[src/rtl/axis_rr_pkt_arbiter.sv]
// Packet-aware round-robin arbiter: N AXI-Stream sources onto one sink through a 2-entry output slice.
// Latency: 1 cycle input->output, 1 idle arbitration cycle per packet; upstream ready drops while the skid entry is occupied.
module axis_rr_pkt_arbiter #(
    parameter int P_NUM_PORTS  = 4,
    parameter int P_DATA_WIDTH = 16,
    parameter int P_ID_WIDTH   = ($clog2(P_NUM_PORTS) > 0 ? $clog2(P_NUM_PORTS) : 1)
) (
    input  logic                                clk,
    input  logic                                rst,
    input  logic [P_NUM_PORTS-1:0]              s_axis_tvalid,
    output logic [P_NUM_PORTS-1:0]              s_axis_tready,
    input  logic [P_NUM_PORTS*P_DATA_WIDTH-1:0] s_axis_tdata,
    input  logic [P_NUM_PORTS-1:0]              s_axis_tlast,
    output logic                                m_axis_tvalid,
    input  logic                                m_axis_tready,
    output logic [P_DATA_WIDTH-1:0]             m_axis_tdata,
    output logic                                m_axis_tlast,
    output logic [P_ID_WIDTH-1:0]               m_axis_tid,
    output logic                                grant_active,
    output logic [P_ID_WIDTH-1:0]               grant_id,
    output logic [15:0]                         pkt_count
);

    localparam logic [0:0] S_IDLE = 1'b0;
    localparam logic [0:0] S_PASS = 1'b1;
    localparam logic [P_ID_WIDTH-1:0] LP_LAST_ID = P_ID_WIDTH'(P_NUM_PORTS - 1);

    logic [0:0]              state_q, state_d;
    logic [P_ID_WIDTH-1:0]   grant_id_q, grant_id_d;
    logic [P_ID_WIDTH-1:0]   last_grant_q, last_grant_d;
    logic [15:0]             pkt_count_q, pkt_count_d;
    logic                    main_vld_q, main_vld_d;
    logic [P_DATA_WIDTH-1:0] main_dat_q, main_dat_d;
    logic                    main_last_q, main_last_d;
    logic [P_ID_WIDTH-1:0]   main_tid_q, main_tid_d;
    logic                    skid_vld_q, skid_vld_d;
    logic [P_DATA_WIDTH-1:0] skid_dat_q, skid_dat_d;
    logic                    skid_last_q, skid_last_d;
    logic [P_ID_WIDTH-1:0]   skid_tid_q, skid_tid_d;

    logic                    found;
    logic [P_ID_WIDTH-1:0]   sel;
    logic                    in_vld;
    logic [P_DATA_WIDTH-1:0] in_dat;
    logic                    in_last;
    logic                    rdy_ok;
    logic                    accept;
    logic                    main_hs;

    // Rotating priority: ports above last_grant first, then wrap to port 0.
    always_comb begin
        found = 1'b0;
        sel   = last_grant_q;
        for (int j = 0; j < P_NUM_PORTS; j++) begin
            if (!found && s_axis_tvalid[j] && (j > int'(last_grant_q))) begin
                found = 1'b1;
                sel   = P_ID_WIDTH'(j);
            end
        end
        for (int j = 0; j < P_NUM_PORTS; j++) begin
            if (!found && s_axis_tvalid[j] && (j <= int'(last_grant_q))) begin
                found = 1'b1;
                sel   = P_ID_WIDTH'(j);
            end
        end
    end

    always_comb begin
        in_vld  = 1'b0;
        in_dat  = '0;
        in_last = 1'b0;
        for (int j = 0; j < P_NUM_PORTS; j++) begin
            if (grant_id_q == P_ID_WIDTH'(j)) begin
                in_vld  = s_axis_tvalid[j];
                in_dat  = s_axis_tdata[j*P_DATA_WIDTH +: P_DATA_WIDTH];
                in_last = s_axis_tlast[j];
            end
        end
    end

    assign rdy_ok  = (state_q == S_PASS) && !skid_vld_q;
    assign accept  = rdy_ok && in_vld;
    assign main_hs = main_vld_q && m_axis_tready;

    always_comb begin
        s_axis_tready = '0;
        for (int j = 0; j < P_NUM_PORTS; j++) begin
            s_axis_tready[j] = rdy_ok && (grant_id_q == P_ID_WIDTH'(j));
        end
    end

    always_comb begin
        state_d      = state_q;
        grant_id_d   = grant_id_q;
        last_grant_d = last_grant_q;
        pkt_count_d  = pkt_count_q;
        case (state_q)
            S_IDLE: begin
                if (found) begin
                    grant_id_d = sel;
                    state_d    = S_PASS;
                end
            end
            default: begin
                if (accept && in_last) begin
                    state_d      = S_IDLE;
                    last_grant_d = grant_id_q;
                    pkt_count_d  = pkt_count_q + 16'd1;
                end
            end
        endcase
    end

    // Skid drains into main first; the input cannot be accepted while skid holds a beat.
    always_comb begin
        main_vld_d  = main_vld_q;
        main_dat_d  = main_dat_q;
        main_last_d = main_last_q;
        main_tid_d  = main_tid_q;
        skid_vld_d  = skid_vld_q;
        skid_dat_d  = skid_dat_q;
        skid_last_d = skid_last_q;
        skid_tid_d  = skid_tid_q;
        if (main_hs && skid_vld_q) begin
            main_vld_d  = 1'b1;
            main_dat_d  = skid_dat_q;
            main_last_d = skid_last_q;
            main_tid_d  = skid_tid_q;
            skid_vld_d  = 1'b0;
        end else if (accept) begin
            if (!main_vld_q || main_hs) begin
                main_vld_d  = 1'b1;
                main_dat_d  = in_dat;
                main_last_d = in_last;
                main_tid_d  = grant_id_q;
            end else begin
                skid_vld_d  = 1'b1;
                skid_dat_d  = in_dat;
                skid_last_d = in_last;
                skid_tid_d  = grant_id_q;
            end
        end else if (main_hs) begin
            main_vld_d = 1'b0;
        end
    end

    always_ff @(posedge clk or posedge rst) begin
        if (rst) begin
            state_q      <= S_IDLE;
            grant_id_q   <= LP_LAST_ID;
            last_grant_q <= LP_LAST_ID;
            pkt_count_q  <= '0;
            main_vld_q   <= 1'b0;
            main_dat_q   <= '0;
            main_last_q  <= 1'b0;
            main_tid_q   <= '0;
            skid_vld_q   <= 1'b0;
            skid_dat_q   <= '0;
            skid_last_q  <= 1'b0;
            skid_tid_q   <= '0;
        end else begin
            state_q      <= state_d;
            grant_id_q   <= grant_id_d;
            last_grant_q <= last_grant_d;
            pkt_count_q  <= pkt_count_d;
            main_vld_q   <= main_vld_d;
            main_dat_q   <= main_dat_d;
            main_last_q  <= main_last_d;
            main_tid_q   <= main_tid_d;
            skid_vld_q   <= skid_vld_d;
            skid_dat_q   <= skid_dat_d;
            skid_last_q  <= skid_last_d;
            skid_tid_q   <= skid_tid_d;
        end
    end

    assign m_axis_tvalid = main_vld_q;
    assign m_axis_tdata  = main_dat_q;
    assign m_axis_tlast  = main_last_q;
    assign m_axis_tid    = main_tid_q;
    assign grant_active  = (state_q == S_PASS);
    assign grant_id      = grant_id_q;
    assign pkt_count     = pkt_count_q;

endmodule

[config.mk]
export PLATFORM = sky130hd
export DESIGN_NAME = axis_rr_pkt_arbiter
export DESIGN_NICKNAME = d
export VERILOG_FILES = /design/src/rtl/axis_rr_pkt_arbiter.sv
export SDC_FILE = /design/constraint.sdc
export NUM_CORES = 1
export LEC_CHECK = 0
export ABC_AREA = 1
export BUFFER_PORTS_ARGS = -buffer_cell sky130_fd_sc_hd__buf_2
export CAP_MARGIN = 20
export CORE_MARGIN = 2
export CORE_UTILIZATION = 55
export DETAILED_ROUTE_END_ITERATION = 8
export PLACE_DENSITY = 0.9
export RECOVER_POWER = 50
export SLEW_MARGIN = 20
export SYNTH_ARGS = -nofsm -noshare
export SYNTH_HDL_FRONTEND = slang
export SYNTH_SLANG_ARGS = --single-unit
[constraint.sdc]
create_clock -name clk -period 5.15 [get_ports clk]
set_clock_uncertainty 0.1 [all_clocks]
set_input_delay 1.03 -clock clk [delete_from_list [all_inputs] [get_ports clk]]
set_output_delay 1.03 -clock clk [all_outputs]
set_load 0.005 [all_outputs]
==> impl_results.md <==
- Most frequent cells in the layout: 173 x nand2_1, 107 x buf_2, 57 x dfrtp_1
- VDD IR max: roughly 230 µV
- Register area share after synthesis: 43.40%
- Worst Tran Pin Value: between 1 and 1.5 ns
- Slew headroom: 31.31%
- Post-Synthesis Cell Area: between 3000 and 4000 µm²
- PnR worst setup slack: 1.981 ns
- # DRC: 0
- PortBufs: 117
- Top Usage Layer GRT: met2
- Die Wd: ~84 µm
- Tcrit/Tclk final: about three fifths
- Cells after synthesis: between 400 and 500
- Largest net degree at the start of global routing: 62
- Clk pin slew, worst setup/hold paths: 0.07 ns
- H-tree depth: 3
- Remaining global-route overflow: 0
- Root buf cell: clkbuf_8
- Unrepaired setup endpoints after global routing: false
- Fmax: around 0.32 GHz
- DR vias/cell: 5.424
- Average routed wire per standard cell: between 10 and 15 µm
- CTS buffer count: 9
- Final nets: between 600 and 700
- Commonest non-fill, non-tap cell in the layout: nand2_1
- Final Hold Viols: 0
- Placer Congestion: 0.9196
- Yosys reg bits: between 60 and 70
- Met2 usage: 45.82%
- # hold bufs at CTS: 0
- Initial antenna violation count: 0
- Post-Place Cells: roughly 650
- Post-CTS sizing: 0
- Routed WL: roughly 9400 µm
- Number of I/O pins: 118
- Status: complete, no violations
- Ranking of synthesized cells by area: dfrtp_1 40%, nand2_1 18%, o21ai_0 6.1%
- Fin. max-slew vios: 0
- Share of layout cells above drive strength 1: about a quarter
- CTS sink count: a little over 60
- Initial Utilization: ~56%
- Layout area overhead: 20.04%
- Mean Syn Cell Area: around 7.4 µm²
- Post-route ant nets: 0
- Vias: about 3,600
- CP Max Fanout: 26
- ANT cells: 0
- Power consumption: around 2300 µW
- Max-cap violations: 0
- Area of the multi-input gates: 1749 µm²
- Rows: 29
- Tmin final: roughly 3.2 ns
- Yosys warns: 0
- Synth top area share: between 40% and 50%
- Met3 Usage GRT: roughly 5.7%
- Setup TNS: 0 ns
- Distinct cells, synth: 29
- Worst slack at placement: slightly above 2 ns
- Critical Path RT: between 5 and 6 ns
- WP data arrival: between 3 and 4 ns
- Final setup viols: 0
- Max clock buf depth: 2
- Chip height: 84.10 µm
- Post-route insts no fill: around 660
- Met1 usage: between 30% and 40%
- CTS tree: done
- P_leak: roughly 0.0021 µW
- PwrDens: 550.5 nW/µm²
- Worst-Skew Late Latency: 0.34 ns
- Net Count, Synth: 551
- CP startpoint kind: flop
- Worst Setup End Kind: flop
- Vias in the first global route: ~3,300
- All-Layer GR Usage: a little over a quarter
- Cell taking the most area after synthesis: dfrtp_1
- Initial drt markers: between 300 and 400
- Full die area: just over 7000 µm²
- DRT Pass-1 Iters: 5
- Hold Path Class: flop to flop
- Core area: around 6300 µm²
- Post-layout util: between 60% and 70%
- Total of fill cells in the finished design: 555
- Storage element area: between 1500 and 2000 µm²
- Crit path kind: flop to flop
- Post-DP HPWL: approximately 6700 µm
- First-pass GRT wire length: 15,390 µm
- Number of post-CTS setup repair buffers: 0
final cells by class:
cell class | count | area share [%]
multi-input combinational | 364 | 41.30
sequential | 61 | 36.16
timing repair buffer | 118 | 13.71
clock buffer | 10 | 3.250
inverter | 27 | 2.393
tap | 77 | 2.275
clock inverter | 6 | 0.9158
worst max-delay path, stage by stage, from the launching register on:
cell and delay [ns]:
dfstp_2 0.84, inv_1 0.20, nor2_1 0.68, nand2_1 0.10
nand3_1 0.11, nand2_2 0.09, a21oi_4 0.50, inv_2 0.25
nand2_1 0.13, o21ai_2 0.05
power by group:
group	switching [µW]	internal, µW	total [µW]	leakage (µW)
sequential	174	685	859	0.000773
clock	191	185	377	0.0000880
combinational	689	406	1100	0.00126
total	1050	1280	2330	0.00212
metrics by stage:
| step | hold WS, ns | cell area, µm² |
|---|---|---|
| after floorplan | 0.3534 | 3528 |
| after global placement | 0.3534 | 4071 |
| after detailed placement | 0.3540 | 4071 |
| after CTS | 0.3706 | 4248 |
| after global routing | 0.3890 | 4235 |
| final | 0.3718 | 4235 |
logic make-up after synthesis:
kind of cell / count (synthesis) / synth area share (%)
buffers and inverters: 50 / 7.021
xor gates and xnor gates: 12 / 2.979
adders and majority gates: 1 / 0.3546
and+or+nand+nor: 257 / 31.38
AOI/OAI and AO/OA: 94 / 14.86
DFF: 61 / 43.40
routing by layer:
metal,vias to the layer above,wire length (µm),share of wire [%]
met3,16,741,7.9
met4,0,141,1.5
met2,164,4496,48
li1,1752,-,-
met1,1664,3989,43
met5,-,0,0
registers in the layout (all words and copies together) (netlist names):
| register | count |
|---|---|
| m_axis_tlast | 1 |
| m_axis_tdata | 16 |
| m_axis_tid | 2 |
| skid_tid_q | 2 |
| m_axis_tvalid | 1 |
| grant_active | 1 |
| skid_last_q | 1 |
| skid_dat_q | 16 |
| skid_vld_q | 1 |
| pkt_count | 16 |
| grant_id | 2 |
| last_grant_q | 2 |
synth_stat cells:
cell and number:
xnor2_1 7, o21ai_2 3, xor2_1 5, o21ai_1 30
buf_4 6, o211ai_1 1, o21a_1 10, nand4_1 4
nand2_2 6, a21oi_4 1, nor2_1 15, nand4_4 1
dfrtp_1 57, nand2_1 173, o2111ai_1 1, inv_2 2
inv_1 25, or2_2 9, buf_2 6, a21oi_1 5
nand3_4 1, nor2_2 3, nor3_1 8, buf_6 4
clkbuf_1 7, o21ai_0 43, ha_1 1, nand3_1 37
dfstp_2 4
path summary, 6_finish.rpt:
| check | startpoint | end | slack, ns | cells after the start |
|---|---|---|---|---|
| max | grant_id[0] | pkt_count[2] | 1.98 | 9 |
| min | m_axis_tdata[7] | m_axis_tdata[7] | 0.37 | 2 |
| max reg2reg | grant_id[0] | pkt_count[2] | 1.98 | 9 |
| min reg2reg | m_axis_tdata[7] | m_axis_tdata[7] | 0.37 | 2 |
| max in group asynchronous | rst | m_axis_tdata[14] | 3.65 | 3 |
| min in group asynchronous | rst | pkt_count[6] | 0.80 | 3 |
Note: power is estimated with default switching activity, not from simulation.
